$ cat src/rtl/vend_pkg.sv
// Shared types and constants for the vending dispense controller: state encoding,
// product price table and coin denominations used for change.
package vend_pkg;

  localparam int unsigned AMT_W      = 8;
  localparam int unsigned SEL_W      = 2;
  localparam int unsigned N_PROD     = 4;
  localparam int unsigned N_COIN     = 4;
  localparam int unsigned COIN_IDX_W = 2;

  typedef logic [AMT_W-1:0] amt_t;
  typedef logic [SEL_W-1:0] sel_t;

  typedef enum logic [2:0] {
    ST_IDLE     = 3'd0,
    ST_CHECK    = 3'd1,
    ST_DISPENSE = 3'd2,
    ST_CHANGE   = 3'd3,
    ST_CLEAR    = 3'd4
  } state_e;

  localparam amt_t PRICE [N_PROD] = '{8'd50, 8'd75, 8'd100, 8'd120};

  // Largest denomination first so a first-fit scan is greedy.
  localparam amt_t COIN [N_COIN] = '{8'd50, 8'd25, 8'd10, 8'd5};

  function automatic amt_t price_of(input sel_t s);
    return PRICE[s];
  endfunction

endpackage

$ cat src/rtl/vend_coin_splitter.sv
// Greedy coin picker: returns the largest denomination not exceeding the amount,
// or zero when the amount is below the smallest coin.
module vend_coin_splitter
  import vend_pkg::*;
(
  input  amt_t amt_i,
  output amt_t coin_c
);

  always_comb begin
    coin_c = '0;
    for (int unsigned i = 0; i < N_COIN; i++) begin
      if ((coin_c == '0) && (amt_i >= COIN[COIN_IDX_W'(i)])) begin
        coin_c = COIN[COIN_IDX_W'(i)];
      end
    end
  end

endmodule

$ cat src/rtl/vend_dispense.sv
// Vending purchase/refund controller: price check, timed dispense, change, accumulator clear.
// Define CHANGE_COINS_EN to pay change as a greedy 50/25/10/5 coin sequence.
module vend_dispense
  import vend_pkg::*;
#(
  parameter int unsigned DISP_CYCLES = 4
) (
  input  logic             clk,
  input  logic             rst,
  input  logic [AMT_W-1:0] tot,
  input  logic [SEL_W-1:0] sel,
  input  logic             buy,
  input  logic             cancel,
  output logic             dispense,
  output logic [SEL_W-1:0] prod,
  output logic [AMT_W-1:0] change,
  output logic             change_valid,
  output logic             clr_tot,
  output logic             insufficient,
  output logic             busy
);

  localparam int unsigned CNT_W = (DISP_CYCLES > 1) ? $clog2(DISP_CYCLES) : 1;
  localparam logic [CNT_W-1:0] CNT_LAST = CNT_W'(DISP_CYCLES - 1);

  state_e           state_q, state_d;
  logic [CNT_W-1:0] cnt_q, cnt_d;
  amt_t             tot_lat_q, tot_lat_d;
  sel_t             sel_lat_q, sel_lat_d;
  amt_t             rem_q, rem_d;

  logic             dispense_q, dispense_d;
  sel_t             prod_q, prod_d;
  amt_t             change_q, change_d;
  logic             change_valid_q, change_valid_d;
  logic             clr_tot_q, clr_tot_d;
  logic             insufficient_q, insufficient_d;
  logic             busy_q, busy_d;

  amt_t             amt_nxt_c;
  amt_t             coin_c;

  // Amount still owed as seen at the next state: refund, purchase change, or leftover.
  always_comb begin
    amt_nxt_c = '0;
    case (state_q)
      ST_IDLE:     amt_nxt_c = tot;
      ST_DISPENSE: amt_nxt_c = tot_lat_q - price_of(sel_lat_q);
      ST_CHANGE:   amt_nxt_c = rem_q - change_q;
      default:     amt_nxt_c = '0;
    endcase
  end

`ifdef CHANGE_COINS_EN
  vend_coin_splitter u_coin_splitter (
    .amt_i  (amt_nxt_c),
    .coin_c (coin_c)
  );
`else
  // Whole amount paid in one pulse; the leftover in CHANGE is then always zero.
  assign coin_c = amt_nxt_c;
`endif

  // Next-state and registered-output logic.
  always_comb begin
    state_d        = state_q;
    cnt_d          = '0;
    tot_lat_d      = tot_lat_q;
    sel_lat_d      = sel_lat_q;
    rem_d          = rem_q;
    insufficient_d = 1'b0;

    case (state_q)
      ST_IDLE: begin
        if (cancel) begin
          rem_d   = amt_nxt_c;
          state_d = (coin_c != '0) ? ST_CHANGE : ST_CLEAR;
        end else if (buy) begin
          tot_lat_d = tot;
          sel_lat_d = sel;
          state_d   = ST_CHECK;
        end
      end
      ST_CHECK: begin
        if (tot_lat_q < price_of(sel_lat_q)) begin
          insufficient_d = 1'b1;
          state_d        = ST_IDLE;
        end else begin
          state_d = ST_DISPENSE;
        end
      end
      ST_DISPENSE: begin
        if (cnt_q == CNT_LAST) begin
          rem_d   = amt_nxt_c;
          state_d = (coin_c != '0) ? ST_CHANGE : ST_CLEAR;
        end else begin
          cnt_d = cnt_q + CNT_W'(1);
        end
      end
      ST_CHANGE: begin
        rem_d   = amt_nxt_c;
        state_d = (coin_c != '0) ? ST_CHANGE : ST_CLEAR;
      end
      ST_CLEAR: state_d = ST_IDLE;
      default:  state_d = ST_IDLE;
    endcase

    // Outputs reflect the state being entered so they line up with it after the edge.
    dispense_d     = (state_d == ST_DISPENSE);
    prod_d         = dispense_d ? sel_lat_d : '0;
    change_valid_d = (state_d == ST_CHANGE);
    change_d       = change_valid_d ? coin_c : '0;
    clr_tot_d      = (state_d == ST_CLEAR);
    busy_d         = (state_d != ST_IDLE);
  end

  always_ff @(posedge clk or negedge rst) begin
    if (!rst) begin
      state_q        <= ST_IDLE;
      cnt_q          <= '0;
      tot_lat_q      <= '0;
      sel_lat_q      <= '0;
      rem_q          <= '0;
      dispense_q     <= 1'b0;
      prod_q         <= '0;
      change_q       <= '0;
      change_valid_q <= 1'b0;
      clr_tot_q      <= 1'b0;
      insufficient_q <= 1'b0;
      busy_q         <= 1'b0;
    end else begin
      state_q        <= state_d;
      cnt_q          <= cnt_d;
      tot_lat_q      <= tot_lat_d;
      sel_lat_q      <= sel_lat_d;
      rem_q          <= rem_d;
      dispense_q     <= dispense_d;
      prod_q         <= prod_d;
      change_q       <= change_d;
      change_valid_q <= change_valid_d;
      clr_tot_q      <= clr_tot_d;
      insufficient_q <= insufficient_d;
      busy_q         <= busy_d;
    end
  end

  assign dispense     = dispense_q;
  assign prod         = prod_q;
  assign change       = change_q;
  assign change_valid = change_valid_q;
  assign clr_tot      = clr_tot_q;
  assign insufficient = insufficient_q;
  assign busy         = busy_q;

endmodule

$ cat config.mk
export PLATFORM = sky130hd
export DESIGN_NAME = vend_dispense
export DESIGN_NICKNAME = d
export VERILOG_FILES = /design/src/rtl/vend_pkg.sv /design/src/rtl/vend_coin_splitter.sv /design/src/rtl/vend_dispense.sv
export SDC_FILE = /design/constraint.sdc
export NUM_CORES = 1
export LEC_CHECK = 0
export CAP_MARGIN = 20
export CORE_ASPECT_RATIO = 1.2
export CORE_UTILIZATION = 49
export DETAILED_ROUTE_END_ITERATION = 8
export MAX_ROUTING_LAYER = met4
export PLACE_DENSITY = 0.72
export SYNTH_ARGS = -nofsm -noshare
export SYNTH_HDL_FRONTEND = slang
export SYNTH_SLANG_ARGS = --single-unit
export TNS_END_PERCENT = 10
$ cat constraint.sdc
create_clock -name clk -period 8.4 [get_ports clk]
set_clock_uncertainty 0.05 [all_clocks]
set_input_delay 2.52 -clock clk [delete_from_list [all_inputs] [get_ports clk]]
set_output_delay 2.52 -clock clk [all_outputs]
set_load 0.03 [all_outputs]
# == Word level (Yosys, flattened, before mapping) ==
# Index checks and enable logic that the tools add are counted.
# op_classes
add_sub_neg,3
order_cmp,2
eq_ne,9
n_mux,22
bitwise,2
reduce_logical,6
# op_table
cell,n
$pmux 8 s3,2
$mux 8,5
$bmux 8 s2,1
$sub 8x8->8,2
$mux 2,7
$eq 3x2->1 const B,4
$mux 3,4
$pmux 3 s4,1
$lt 8x8->1,1
$reduce_bool 8->1,1
$reduce_and 3->1,2
$reduce_bool 3->1,2
$ne 2x2->1 const B,2
$eq 3x1->1 const B,1
$eq 3x3->1 const B,1
$ge 3x3->1 const B,1
$logic_not 3->1,1
$not 2->3,1
$add 2x1->2 const B,1
$eq 2x2->1 const B,1
$mux 1,2
$not 1->1,1
# word_totals
ff_bits,38
inputBits,14
output_inout_bits,15
elab_cells,56

# == Logic depth before layout (Yosys ltp) ==
# depth
word_depth,12
ltp_mapped,12
ltp_nobuf,12

# == Worst setup path after synthesis ==
# No wires, ideal clock.
# synth_timing
path_kind,input port to flip-flop
start,input tot[1]
end,register state_q[0]
setup_time_ns,0.124
arrival_time_ns,3.636
required_time_ns,8.226
setup_slack_ns,4.590
stages,6
n_path_buf,0
cell_sequence,mux2_1 o21ai_1 nand3_1 and4b_1 nand2_1 a211o_1
# synth_via
elab_chain_len,5
elab_cells_between_ends,6
classes_between,mux: 5; reduce/logical: 1
# synth_lines
item,line,text
"start, declared",vend_dispense.sv:10,"input logic [AMT_W-1:0] tot,"
$pmux 8 s3 (*),vend_dispense.sv:46,case (state_q)
$reduce_bool 8->1 (*),"vend_dispense.sv:77, vend_dispense.sv:95, vend_dispense.sv:102",
$mux 3 (*),"vend_dispense.sv:77, vend_dispense.sv:95, vend_dispense.sv:102",
"$mux 3, on equally long branches","vend_dispense.sv:93, vend_dispense.sv:75",
$pmux 3 s4 (*),vend_dispense.sv:73,case (state_q)
via state_d[0],vend_dispense.sv:26,"state_e state_q, state_d;"
"end signal, assigned",vend_dispense.sv:132,state_q <= state_d;
"end, declared",vend_dispense.sv:26,
# Mark *: on every way through the listed nets, which the timed path passes. The rest lies on a longest branch.
# A chain may end at the register's enable or synchronous reset.

# == Final worst setup path ==
# Ends and elaborated chain as after synthesis.

==> run summary <==
DP Wirelength: 3.55 mm
Num CTS Buffers: 5
Initial DRT Pass Iterations: 4
GRT Overall Usage: 21.2%
Worst setup margin: 4.29 ns
Syn nets: 277
Area contributors post-synth: dfrtp_1 41%, ha_1 11%, nor2_1 4.8%
Post-CTS Setup Inserts: 0
Initial Utilization: 50.9%
Final setup viols: 0
Critical Path Max Stage Delay: 0.42 ns
Worst min-delay path class: flip-flop to flip-flop
Pin count of the biggest net entering global routing: 39
Worst setup SP type: input pin
Top cell type's share of synthesized area: 40.7%
Port Buffers: 28
Vias in the first global route: 1,794
PostCTS Resize Cnt: 0
Post-Route WL: 4.68 mm
Final Power: 1.27 mW
RSZ-0062 raised after global routing: no
Most frequent cells in the layout: 38 x dfrtp_1, 30 x nor2_1, 27 x clkdlybuf4s50_1
Die area: 5050 sq um
Post-DP Area: 2650 sq um
Number of synthesized flops with an enable pin: 0
Yosys cell types: 54
H-tree depth: 2
Mapped Avg Cell Area: 9.70 sq um
Vias post-DR: 1,815
Max-slew headroom at the worst pin: 44.5%
Chip height: 77.7 um
Clock tree buffer depth: 2
I/O Pins: 29
Cells after Synth: 241
Layout area overhead: 17.3%
Period utilisation layout: 49.0%
Worst-path cell chain: clkdlybuf4s50_1 -> mux2_1 -> o21ai_1 -> nand3_1 -> and4b_1 -> nand2_1 -> a211o_1
CTS tree: built
Least-Margin Pin Slew: 0.833 ns
Vias per inst: 5.55
Async set-or-reset flop fraction in the synthesized netlist: 100%
Status: complete, no violations
Critical path class: input pin to flip-flop
Nets@finish: 304
Clock transition at path regs: 0.08 ns
Area leader, netlist: dfrtp_1
Maximum clock rate: 0.243 GHz
Clock Tree Root: clkbuf_8
Std cell rows: 27
Antenna Cells: 0
Max_cap viols: 0
Setup TNS: 0 ns
Final hold viol count: 0
Worst-skew pair later-pin latency: 0.28 ns
Worst IR Drop VDD: 0.000318 V
WP data required: 8.53 ns
Residual DRC: 0
GPL Wtd Cong: 0.804
Pins Over Slew Limit: 0
DR WL/cell: 14.3 um
Final Cell Area: 2740 sq um
Synthesized area: 2340 sq um
Place WS: 3.98 ns
Post-synth top flop: dfrtp_1
CP Buf/Inv Count: 1
Share of cells above drive strength 1: 10.4%
Grt ovf: 0
Number of synthesized register bits: 38
Seq/Total Area, Yosys: 40.7%
Die width: 65.1 um
# hold bufs at CTS: 0
CP Max Fanout: 4
Global-route wire length before repair: 8.07 mm
Iter 0 DRT Violations: 72
Antenna Violating Nets Remaining: 0
Pleak: 1.32 nW
Critical path arrival: 4.24 ns
Commonest non-fill, non-tap cell in the layout: dfrtp_1
PD cells: 464 nW/um^2
Tmin final: 4.11 ns
CORE AREA: 4590 sq um
Initial antenna violation count: 0
Max stage delay cell, worst path: clkdlybuf4s50_1
CP delay by family, top: compound AO/OA/AOI/OAI gates
Synth Warn #: 0
Setup crit end kind: flip-flop
CTS sink count: 38
-- cells in the mapped netlist (3+ instances only) --
cell type  instances
buf_2              3
clkbuf_1           4
xnor2_1            6
nand2b_1           5
and3_1             3
nand2_1           14
o21ai_1            3
nor3_1             4
nor2_1            30
a21oi_1           17
o21ai_0           10
mux2_2             7
nand3b_1           3
ha_1              20
a21o_1             9
inv_1             18
dfrtp_1           38
-- power by group --
group | total [mW] | internal [mW] | switching (mW)
combinational | 0.830 | 0.370 | 0.460
sequential | 0.312 | 0.259 | 0.0530
clock | 0.130 | 0.0660 | 0.0642
-- kinds of logic after synthesis --
kind of cell | after synthesis | share of synthesized area (%)
xor gates and xnor gates | 7 | 2.62
buffers and inverters | 27 | 4.81
and+or+nand+nor | 76 | 16.1
adders and majority gates | 22 | 12.4
AOI/OAI and AO/OA | 61 | 18.7
DFF | 38 | 40.7
muxes | 10 | 4.71
-- flip-flops by register name, summed over array words and instances, names as in the netlist --
register      flops
sel_lat_q         2
prod              2
tot_lat_q         8
rem_q             8
clr_tot           1
busy              1
state_q           3
dispense          1
change            8
cnt_q             2
change_valid      1
insufficient      1
-- cell type report --
cell class                      count  area [sq um]
Clock buffer                        6          82.6
Sequential cell                    38           951
Clock inverter                      2          12.5
Fill cell                         432          1850
Inverter                           18          67.6
Timing Repair Buffer               29           283
Tap cell                           58          72.6
Multi-Input combinational cell    176          1270
-- worst paths after layout --
| path | from | endpoint | slack, ns | cells after the start |
|---|---|---|---|---|
| max | tot[1] | state_q[0] | 4.29 | 7 |
| min | cnt_q[0] | cnt_q[0] | 0.39 | 1 |
| max reg2reg | sel_lat_q[1] | busy | 5.35 | 12 |
| min reg2reg | cnt_q[0] | cnt_q[0] | 0.39 | 1 |
| max in group asynchronous | rst | rem_q[6] | 5.49 | 1 |
| min in group asynchronous | rst | tot_lat_q[1] | 2.28 | 1 |
-- routing by layer --
layer / wire length [um] / track usage, %
met5: 0 / -
met4: 65 / 8.26
met3: 182 / 3.68
met2: 2380 / 35.6
met1: 2050 / 25.0
-- stage by stage --
step,std cells,util [%],hold WS (ns)
final,327,59.7,0.394
after global routing,327,59.7,0.447
after CTS,327,59.7,0.400
after detailed placement,319,57.7,0.390
after global placement,319,57.7,0.381
after floorplan,241,-,0.365
(Power assumes the default switching activity.)
==> edit, RTL diff (same settings) <==
Encoding of `state_e`: now Gray code (3 bits for 5 states).
--- a/src/rtl/vend_pkg.sv
+++ b/src/rtl/vend_pkg.sv
@@ -12,11 +12,11 @@
   typedef logic [SEL_W-1:0] sel_t;
 
   typedef enum logic [2:0] {
-    ST_IDLE     = 3'd0,
-    ST_CHECK    = 3'd1,
-    ST_DISPENSE = 3'd2,
-    ST_CHANGE   = 3'd3,
-    ST_CLEAR    = 3'd4
+    ST_IDLE     = 3'b000,
+    ST_CHECK    = 3'b001,
+    ST_DISPENSE = 3'b011,
+    ST_CHANGE   = 3'b010,
+    ST_CLEAR    = 3'b110
   } state_e;
 
   localparam amt_t PRICE [N_PROD] = '{8'd50, 8'd75, 8'd100, 8'd120};
Behaviour: same outputs for any inputs over 10 cycles, from zero or initial values and one cycle with rst low; not proved beyond that.
==> edit against the original RTL <==
  * Worst hold slack gained 0.0015 ns
  * Fmax grew 2.8%
  * Synthesized area shrank 3.0%
  * Sequential cell count is the same
  * Via count shrank 2.9%
  * Cell area shrank 2.2%
  * Routed wire length shrank 2.1%
  * Utilization grew 1.8 points
  * Setup slack gained 0.11 ns
  * Critical path type unchanged
Power is not shown: default switching activity piles up to over one toggle a cycle in this logic, so the estimate is an artifact.
==> edit: results (changes against the original RTL) <==
- First-pass GRT wire length: 8100 microns (+0.42%)
- Vias: 1762 (-2.9%)
- Tightest hold margin: 0.395 ns (+0.00152 ns)
- Compound-Gate Fraction of Synth Area: 0.164 (-0.0229)
- Avg Cell Area, Syn: 9.95 sq um (+2.5%)
- R2R cell count: 11 (-1)
- Met2 WL post-DR: 2360 microns (-0.92%)
- Fillers: 377 (-13%)
- CP top delay family: simple AND/OR/NAND/NOR gates
- Signal buf overhead: 0.103 (-0.000443)
- Yosys cell types: 48 (-11%)
- Syn nets: 264 (-4.7%)
- Met2 Track Usage GR: 0.365 (+0.00864)
- Worst-Margin Slew: 0.833 ns (+0.000208 ns)
- HPWL Detailed: 3570 microns (+0.54%)
- WP data arrival: 4.09 ns (-0.15 ns)
- Commonest cells in the synthesized netlist: dfrtp_1, nor2_1, ha_1
- CP max FO: 3 (-1)
- Count of plain and timing-repair buffers: 28 (-3.4%)
- Number of DRC markers in iteration 0: 92 (+28%)
- Outcome: completed
- Max incr delay on CP: 0.49 ns (+0.07 ns)
- Via density: 5.61 (+1.1%)
- Nets: 293 (-3.6%)
- R2R setup slack: 5.41 ns (+0.06 ns)
- #MultiIn Comb: 168 (-4.5%)
- Non-clk invs: 16 (-2)
- Metal1 wirelength: 1960 microns (-4.3%)
- Met1 Use GR: 0.258 (+0.00867)
- Area taken by multi-input logic gates: 1230 sq um (-3.4%)
==> edit: cell count changes after synthesis, moves of 3 or more <==
cell,change
nor2_1,-7
a21oi_1,-4
mux2_2,+4
xor2_1,+4
a211oi_1,+3
a21o_1,-3
nand3b_1,-3
nor2b_1,+3
o211ai_1,+3
xnor2_1,-3
==> edit: cell families (layout without fill, tap and decap cells) <==
| family | Yosys count | after routing |
|---|---|---|
| fa+ha+maj | 22 | 22 |
| xor+xnor | 8 | 8 |
| flops | 38 | 38 |
| buf+inv | 22 | 52 |
| compound gates | 54 | 54 |
| simple gates | 72 | 72 |
| mux | 12 | 12 |
==> edit: worst max-delay path by stage <==
stage | startpoint | end | slack, ns | depth (start not counted)
after detailed placement | cancel | change_valid | 4.07 | 7
after global routing | cancel | change_valid | 4.20 | 7
after floorplan | tot[2] | change_valid | 4.74 | 5
after CTS | cancel | change_valid | 4.39 | 7
final | cancel | change_valid | 4.40 | 7
after global placement | cancel | change_valid | 4.10 | 7
